<file path="src/rtl/dff_using_tff_reg.sv">
// Multi-bit register built only from T flip-flop cells, exposing LOAD/TOGGLE/COUNT/CLEAR
// commands over a valid/ready handshake, with a saturating toggle-activity counter.
module dff_using_tff_reg #(
  parameter int WIDTH  = 8,
  parameter int TCNT_W = 16
) (
  input  logic              clk,
  input  logic              rst,
  input  logic              cmd_valid,
  output logic              cmd_ready,
  input  logic [1:0]        cmd_op,
  input  logic [WIDTH-1:0]  cmd_data,
  input  logic [7:0]        cmd_len,
  output logic [WIDTH-1:0]  Q,
  output logic [WIDTH-1:0]  t_vec,
  output logic              busy,
  output logic              done,
  input  logic              tcnt_clr,
  output logic [TCNT_W-1:0] toggle_cnt
);

  typedef enum logic [1:0] {
    IDLE  = 2'd0,
    COUNT = 2'd1,
    DONE  = 2'd2
  } state_t;

  localparam logic [1:0] OP_LOAD   = 2'b00;
  localparam logic [1:0] OP_TOGGLE = 2'b01;
  localparam logic [1:0] OP_CLEAR  = 2'b11;
  localparam int         PC_W      = $clog2(WIDTH + 1);

  state_t              state_reg, state_next;
  logic [7:0]          remaining_reg, remaining_next;
  logic [WIDTH-1:0]    q_reg;
  logic [WIDTH-1:0]    t;
  logic [WIDTH-1:0]    inc_t;
  logic [WIDTH-1:0]    t_vec_reg;
  logic [TCNT_W-1:0]   tcnt_reg, tcnt_next;
  logic [TCNT_W:0]     tcnt_sum;
  logic [PC_W-1:0]     t_pop;
  logic                accept;

  assign cmd_ready = (state_reg == IDLE) && !rst;
  assign accept    = cmd_valid && cmd_ready;

  // One T cell per bit; the increment vector is the classic synchronous-counter carry chain.
  genvar gi;
  generate
    for (gi = 0; gi < WIDTH; gi++) begin : g_tcell
      always_ff @(posedge clk) begin
        if (rst) begin
          q_reg[gi] <= 1'b0;
        end else begin
          q_reg[gi] <= q_reg[gi] ^ t[gi];
        end
      end

      if (gi == 0) begin : g_lsb
        assign inc_t[gi] = 1'b1;
      end else begin : g_upper
        assign inc_t[gi] = &q_reg[gi-1:0];
      end
    end
  endgenerate

  always_comb begin
    state_next     = state_reg;
    remaining_next = remaining_reg;
    t              = '0;
    case (state_reg)
      IDLE: begin
        if (accept) begin
          state_next = DONE;
          case (cmd_op)
            OP_LOAD:   t = cmd_data ^ q_reg;
            OP_TOGGLE: t = cmd_data;
            OP_CLEAR:  t = q_reg;
            default: begin
              if (cmd_len != 8'd0) begin
                remaining_next = cmd_len;
                state_next     = COUNT;
              end
            end
          endcase
        end
      end
      COUNT: begin
        t              = inc_t;
        remaining_next = remaining_reg - 8'd1;
        if (remaining_reg == 8'd1) begin
          state_next = DONE;
        end
      end
      DONE:    state_next = IDLE;
      default: state_next = IDLE;
    endcase
  end

  always_comb begin
    t_pop = '0;
    for (int i = 0; i < WIDTH; i++) begin
      t_pop = t_pop + PC_W'(t[i]);
    end
  end

  // Carry out of the widened sum means the counter would pass its ceiling.
  assign tcnt_sum = {1'b0, tcnt_reg} + (TCNT_W + 1)'(t_pop);

  always_comb begin
    tcnt_next = tcnt_reg;
    if (tcnt_clr) begin
      tcnt_next = '0;
    end else if (tcnt_sum[TCNT_W]) begin
      tcnt_next = '1;
    end else begin
      tcnt_next = tcnt_sum[TCNT_W-1:0];
    end
  end

  always_ff @(posedge clk) begin
    if (rst) begin
      state_reg     <= IDLE;
      remaining_reg <= 8'd0;
      t_vec_reg     <= '0;
      tcnt_reg      <= '0;
    end else begin
      state_reg     <= state_next;
      remaining_reg <= remaining_next;
      t_vec_reg     <= t;
      tcnt_reg      <= tcnt_next;
    end
  end

  assign Q          = q_reg;
  assign t_vec      = t_vec_reg;
  assign busy       = (state_reg != IDLE);
  assign done       = (state_reg == DONE);
  assign toggle_cnt = tcnt_reg;

endmodule

</file>
<file path="config.mk">
export PLATFORM = sky130hd
export DESIGN_NAME = dff_using_tff_reg
export DESIGN_NICKNAME = d
export VERILOG_FILES = /design/src/rtl/dff_using_tff_reg.sv
export SDC_FILE = /design/constraint.sdc
export NUM_CORES = 1
export LEC_CHECK = 0
export ABC_AREA = 1
export CORE_UTILIZATION = 40
export DETAILED_ROUTE_END_ITERATION = 16
export GPL_ROUTABILITY_DRIVEN = 1
export GPL_TIMING_DRIVEN = 0
export SYNTH_ARGS = -nofsm -noshare
export SYNTH_HDL_FRONTEND = slang
export SYNTH_SLANG_ARGS = --single-unit
</file>
<file path="constraint.sdc">
create_clock -name clk -period 6.2 [get_ports clk]
set_input_delay 1.86 -clock clk [delete_from_list [all_inputs] [get_ports clk]]
set_output_delay 1.86 -clock clk [all_outputs]
set_load 0.02 [all_outputs]
</file>
## Word-level counts from Yosys, hierarchy flattened

Index checks and enable logic that the tools add are counted.

| storage, ports and cells | value |
|---|---|
| word-level logic and storage cells | 70 |
| output and inout bits | 35 |
| flip-flop bits (word level) | 42 |
| input bits | 22 |

| cells by class | value |
|---|---|
| muxes and demuxes | 13 |
| add/sub/neg operators | 9 |
| equal/unequal tests | 9 |
| bitwise operators | 9 |
| reduce and logical (&&, ||, !) cells | 18 |

Operators by type and width:

| operator | number |
|---|---|
| $mux W8 | 4 |
| $pmux W8 S2 | 2 |
| $pmux W8 S3 | 1 |
| $add A16 B4 Y17 | 1 |
| $add A4 B1 Y4 | 4 |
| $mux W16 | 1 |
| $eq A8 B1 Y1 const B | 1 |
| $mux W2 | 4 |
| $reduce_and A4 Y1 | 2 |
| $reduce_bool A8 Y1 | 1 |
| $sub A8 B1 Y8 const B | 1 |
| $xor A1 B1 Y1 | 8 |
| $xor A8 B8 Y8 | 1 |
| $reduce_and A7 Y1 | 1 |
| $ne A2 B2 Y1 const B | 3 |
| $reduce_and A6 Y1 | 1 |
| $reduce_and A5 Y1 | 1 |
| $add A3 B1 Y4 | 1 |
| $eq A2 B1 Y1 const B | 2 |
| $eq A2 B2 Y1 const B | 2 |
| $logic_not A2 Y1 | 2 |
| $pmux W2 S2 | 1 |
| $reduce_and A2 Y1 | 2 |
| $reduce_bool A2 Y1 | 2 |
| other kinds (8) | 9 |

## Logic depth before layout (Yosys ltp)

| depth | value |
|---|---|
| depth after elaboration | 14 |
| mapped depth | 23 |
| depth with buffers taken out | 22 |

## Worst setup path before layout

OpenSTA, ideal clock, no wires.

| timing path | value |
|---|---|
| path kind | input to register |
| from | in rst |
| to | reg tcnt_reg[13], in the netlist toggle_cnt[13] |
| stages | 20 |
| arrival | 5.164 ns |
| setup time | 0.109 ns |
| data required time | 6.091 ns |
| slack | 0.927 ns |
| buffers on the path | 2 |
| cells stage by stage | buf_4 inv_2 nand2_2 nor2_8 buf_6 nand2_1 nand2_2 fa_1 inv_1 fa_1 fa_1 fa_1 inv_1 fa_1 a21oi_1 nor2_1 nand3_1 nand3_1 nand2_1 inv_1 |

| on the way | value |
|---|---|
| word-level cells in the longest chain between the ends | 14 |
| elaborated cells between the ends (all ways) | 15 |
| those cells by class | add/sub (8); mux (3); reduce/logical (4) |

Ends and longest elaborated chain:

| element | line | text |
|---|---|---|
| start: declaration | 8 | `input logic rst,` |
| $logic_not A1 Y1 | 44 | `assign cmd_ready = (state_reg == IDLE) && !rst;` |
| $logic_and A1 B1 Y1 | 44 |  |
| $logic_and A1 B1 Y1 | 45 | `assign accept = cmd_valid && cmd_ready;` |
| $mux W8 | 73 | `if (accept) begin` |
| $pmux W8 S2 | 71 | `case (state_reg)` |
| named net t[0] | 36 | `logic [WIDTH-1:0] t;` |
| $add A1 B1 Y2 | 103 | `t_pop = t_pop + PC_W'(t[i]);` |
| $add A2 B1 Y3 | 103 |  |
| $add A3 B1 Y4 | 103 |  |
| $add A4 B1 Y4 (4 in a row) | 103 |  |
| $add A16 B4 Y17 | 108 | `assign tcnt_sum = {1'b0, tcnt_reg} + (TCNT_W + 1)'(t_pop);` |
| $mux W16 | 114 | `end else if (tcnt_sum[TCNT_W]) begin` |
| end signal: assignment | 131 | `tcnt_reg <= tcnt_next;` |
| end: declaration | 39 | `logic [TCNT_W-1:0] tcnt_reg, tcnt_next;` |

The timed path passes the listed nets, and every way through them passes these cells.
A chain may end at the register's enable or synchronous reset.

## Worst setup path in the final report

| timing path | value |
|---|---|
| from | in cmd_op[1] |
| to | reg tcnt_reg[13], in the netlist toggle_cnt[13] |

| on the way | value |
|---|---|
| elaborated cells between the ends (all ways) | 15 |
| those cells by class | add/sub (8); eq/ne (2); mux (4); reduce/logical (1) |

RTL lines:

| element | line | text |
|---|---|---|
| start: declaration | 11 | `input logic [1:0] cmd_op,` |
| $eq A2 B2 Y1 (tied with other cells) | 75 | `case (cmd_op)` |
| $pmux W8 S3 * | 75 |  |
| $mux W8 * | 73 |  |
| $pmux W8 S2 * | 71 |  |
| named net t[2] | 36 |  |
| $add A2 B1 Y3 * | 103 |  |
| $add A3 B1 Y4 * | 103 |  |
| $add A4 B1 Y4 * (4 in a row) | 103 |  |
| $add A16 B4 Y17 * | 108 |  |
| $mux W16 * | 114 |  |

Mark *: on every way through the listed nets, which the timed path passes. The rest lies on a longest branch.

==> out/qor_table.md <==
| Item | Reported |
|:---|:---|
| Run status | completed |
| Initial core utilization | 0.4215 |
| Worst VDD drop | 0.0001165 V |
| Post-CTS Resized | 0 |
| TritonCTS clock tree | yes |
| Fmax | 171.0 MHz |
| Crit path arrival time | 6.04 ns |
| Residual DRC | 0 |
| Count of hold buffers inserted by post-cts repair | 0 |
| Post-Syn Instances | 433 |
| Post-Syn Nets | 468 |
| H-tree lvl count | 2 |
| Hold Crit Class | reg2reg |
| Largest register FFs | 16 |
| Distinct cell type count after synthesis | 38 |
| Register bit total from synthesis | 42 |
| Largest buffer count on any clock path | 2 |
| Chip width | 84.73 µm |
| Number of cells on the critical path | 20 |
| Category of the most critical setup path | in2reg |
| Buffers and inverters on the worst path | 5 |
| Cell leakage power | 1.617 nW |
| Storage element area | 840.8 µm² |
| Worst path required time | 6.39 ns |
| Via count of the first global-routing pass | 2,518 |
| WL per Instance | 12.09 µm |
| Number of sinks on the clock net | 42 |
| Actual transition at the worst max-transition pin | 0.5293 ns |
| Fin. Hold Viols | 0 |
| Max-slew violation total from the final report | 0 |
| Area grow syn2layout | 26.97% |
| Slowest CP cell | sky130_fd_sc_hd__fa_1 |
| Total gr overflow | 0 |
| Headroom to the max-slew limit | 0.6471 |
| Maximum number of pins on one net before global-route repair | 13 |
| Clock buffers created by TritonCTS | 5 |
| Post-synthesis average cell area | 6.322 µm² |
| First-pass GRT wire length | 11,560 µm |
| Overall via count from detail_route | 2,797 |
| Final min period | 5.846 ns |
| Hold Startpoint | remaining_reg[1] |
| Worst setup path startpoint | cmd_op[1] |
| Via density per instance | 4.881 |
| ANT cells | 0 |
| Final HPWL from detailed placement | 5304 µm |
| Power density relative to cell area | 180.5 nW/µm² |
| Nets | 530 |
| Clock transition time at the flip-flop clock pins of the worst setup and hold paths | 0.08 ns |
| Setup violation total in the final timing report | 0 |
| Top fanout value on the critical path | 10 |
| Number of filler instances in the final layout | 685 |
| Tot Pwr | 0.0006274 W |
| Post-synthesis sequential area ratio | 0.3071 |
| CP cell instances | clkdlybuf4s50_1 > buf_4 > or2_0 > nand3_1 > o21ai_0 > nand2_1 > nand2_2 > fa_1 > inv_1 > fa_1 > fa_1 > fa_1 > inv_1 > fa_1 > a21oi_1 > nor2_1 > nand3_1 > nand3_1 > nand2_1 > inv_1 |
| Number of warnings issued by yosys | 0 |
| Slowest cell delay on critical path | 0.51 ns |
| Worst Skew | 0.007054 ns |
| Antenna violations before repair | 0 |
| Die footprint | 7179 µm² |
| Count of standard-cell rows | 29 |
| Crit. End Element | register |
| Depth of the worst hold-timing path | 2 |
| Setup repair after global routing missed its margin | no |
| Clock root buffer master | sky130_fd_sc_hd__clkbuf_8 |
| Share of the core filled with cells in the final layout | 0.5352 |
| Floorplan core area | 6495 µm² |
| Number of nets with antenna violations after routing | 0 |
| Most common cell type on the critical path | sky130_fd_sc_hd__fa_1 |
| Routability-driven placement congestion ratio | 0.8637 |
| Startpoint type of the worst setup path | input port |
| Footprint of the multi-input gates | 1567 µm² |
| R2r startpoint | state_reg[1] |
| Max-cap violations | 0 |
| Number of optimization iterations in the first detailed-route pass | 6 |
| Kind of cell with the highest combined delay on the critical path | adder cells |
| Setup TNS Final | 0 ns |
| Count of boundary I/O pins | 57 |
| Die extent in y | 84.73 µm |
| Netlist Area Pre-Place | 2738 µm² |
| Hold slack | 0.5172 ns |
| Setup slack of the worst register-to-register path | 2.14 ns |
| IO buf count | 55 |
| Post-route fraction of the period consumed by the critical path | 0.9430 |
| Depth of the most critical reg-to-reg path | 19 |
| Post-CTS setup buffer count | 0 |
| Fraction of layout instances using a drive strength above 1 | 0.07056 |
| Worst-skew pair later-pin latency | 0.29 ns |
| Number of design-rule violations left by the first detailed-router iteration | 126 |
| Total GRT Usage | 0.2022 |
| Overall routed net length | 6930 µm |
==> per-layer routing <==
metal,track usage,vias up,routed length (µm)
met2,0.3274,67,3186
met4,0.05701,0,46
li1,-,1474,-
met3,0.03245,4,293
met1,0.2784,1252,3404
met5,0,-,0
==> cells in the mapped netlist <==
library cell / count / area (µm²)
sky130_fd_sc_hd__buf_2: 3 / 15.01
sky130_fd_sc_hd__a21boi_1: 1 / 7.510
sky130_fd_sc_hd__nand2_2: 3 / 18.77
sky130_fd_sc_hd__nor2_4: 2 / 22.52
sky130_fd_sc_hd__nand2_4: 1 / 11.26
sky130_fd_sc_hd__nand3_1: 47 / 235.2
sky130_fd_sc_hd__a21oi_2: 1 / 8.760
sky130_fd_sc_hd__nand3_2: 1 / 10.01
sky130_fd_sc_hd__nand4_1: 6 / 37.54
sky130_fd_sc_hd__or2_0: 1 / 6.260
sky130_fd_sc_hd__a31oi_1: 1 / 6.260
sky130_fd_sc_hd__nor4_1: 1 / 6.260
sky130_fd_sc_hd__nor2_2: 2 / 12.51
sky130_fd_sc_hd__nor3_2: 1 / 10.01
sky130_fd_sc_hd__o21ai_1: 1 / 5.000
sky130_fd_sc_hd__xnor2_1: 3 / 26.28
sky130_fd_sc_hd__nand2_1: 118 / 442.9
sky130_fd_sc_hd__fa_1: 5 / 100.1
sky130_fd_sc_hd__inv_1: 69 / 259.0
sky130_fd_sc_hd__o21ai_0: 19 / 95.09
sky130_fd_sc_hd__a21boi_2: 1 / 11.26
sky130_fd_sc_hd__and2_4: 1 / 8.760
sky130_fd_sc_hd__nor2_1: 56 / 210.2
sky130_fd_sc_hd__a21oi_1: 18 / 90.09
sky130_fd_sc_hd__o21bai_1: 1 / 7.510
sky130_fd_sc_hd__nor3_1: 3 / 15.01
sky130_fd_sc_hd__buf_4: 3 / 22.52
sky130_fd_sc_hd__buf_6: 1 / 11.26
sky130_fd_sc_hd__nand3b_1: 1 / 7.510
sky130_fd_sc_hd__nor2_8: 1 / 20.02
sky130_fd_sc_hd__clkinv_1: 1 / 3.750
sky130_fd_sc_hd__clkbuf_1: 1 / 3.750
sky130_fd_sc_hd__xor2_1: 1 / 8.760
sky130_fd_sc_hd__ha_1: 8 / 100.1
sky130_fd_sc_hd__inv_2: 4 / 15.01
sky130_fd_sc_hd__or2_1: 1 / 6.260
sky130_fd_sc_hd__dfxtp_1: 42 / 840.8
sky130_fd_sc_hd__or2_2: 3 / 18.77
==> power breakdown <==
group	total [W]	internal (W)	switching, W	leakage, nW
Sequential	0.000293	0.000281	0.0000115	0.341
Clock	0.000184	0.0000900	0.0000943	0.0482
Combinational	0.000151	0.0000656	0.0000849	1.23
==> cell usage in the layout (no fill, tap or decap), types with 2 or more instances in the layout <==
master                            instances
sky130_fd_sc_hd__nand2_1                118
sky130_fd_sc_hd__inv_1                   69
sky130_fd_sc_hd__xnor2_1                  3
sky130_fd_sc_hd__buf_2                    3
sky130_fd_sc_hd__clkbuf_8                 6
sky130_fd_sc_hd__dfxtp_1                 42
sky130_fd_sc_hd__o21ai_0                 19
sky130_fd_sc_hd__clkbuf_1                 2
sky130_fd_sc_hd__ha_1                     8
sky130_fd_sc_hd__nor2_2                   2
sky130_fd_sc_hd__a21oi_1                 18
sky130_fd_sc_hd__inv_2                    4
sky130_fd_sc_hd__nand4_1                  6
sky130_fd_sc_hd__fa_1                     5
sky130_fd_sc_hd__clkdlybuf4s50_1         55
sky130_fd_sc_hd__nor2_4                   2
sky130_fd_sc_hd__nand2_2                  3
sky130_fd_sc_hd__buf_4                    3
sky130_fd_sc_hd__nor3_1                   3
sky130_fd_sc_hd__nor2_1                  56
sky130_fd_sc_hd__nand3_1                 47
sky130_fd_sc_hd__or2_2                    3
==> through the flow <==
stage / setup WS [ns] / instance area, µm² / cells
floorplan: 0.9271 / 2738 / 433
global placement: 0.06141 / 3385 / 565
detailed placement: 0.07382 / 3385 / 565
CTS: 0.3739 / 3476 / 573
global route: 0.06847 / 3476 / 573
finish: 0.3536 / 3476 / 573
==> cell families after synthesis <==
family | share of synthesized area
DFF | 0.3071
xor gates and xnor gates | 0.01280
adders and majority gates | 0.07313
AOI/OAI and AO/OA | 0.08456
buffers and inverters | 0.1207
and+or+nand+nor | 0.4017
==> layout make-up <==
class / instances / area share
buffer: 8 / 0.01512
clock buffer: 7 / 0.02484
clock inverter: 1 / 0.001440
inverter: 74 / 0.07991
multi-input combinational: 309 / 0.4507
sequential: 42 / 0.2419
tap: 77 / 0.02772
timing repair buffer: 55 / 0.1584
==> worst register-to-register path, stage by stage, from the launching register on <==
cell                      delay (ns)
sky130_fd_sc_hd__dfxtp_1        0.36
sky130_fd_sc_hd__nor2_2         0.15
sky130_fd_sc_hd__nand2_2        0.11
sky130_fd_sc_hd__nor2_8         0.15
sky130_fd_sc_hd__buf_6          0.17
sky130_fd_sc_hd__nand2_1        0.10
sky130_fd_sc_hd__nand2_2        0.11
sky130_fd_sc_hd__fa_1           0.42
sky130_fd_sc_hd__inv_1          0.08
sky130_fd_sc_hd__fa_1           0.42
sky130_fd_sc_hd__fa_1           0.51
sky130_fd_sc_hd__fa_1           0.17
sky130_fd_sc_hd__inv_1          0.07
sky130_fd_sc_hd__fa_1           0.43
sky130_fd_sc_hd__a21oi_1        0.31
sky130_fd_sc_hd__nor2_1         0.09
sky130_fd_sc_hd__nand3_1        0.14
sky130_fd_sc_hd__nand3_1        0.09
sky130_fd_sc_hd__nand2_1        0.06
sky130_fd_sc_hd__inv_1          0.04
==> final timing paths <==
kind	end
worst max-delay path	toggle_cnt[13]
worst min-delay path	remaining_reg[1]
worst max register to register	toggle_cnt[13]
worst min register to register	remaining_reg[1]
(Power assumes the default switching activity.)
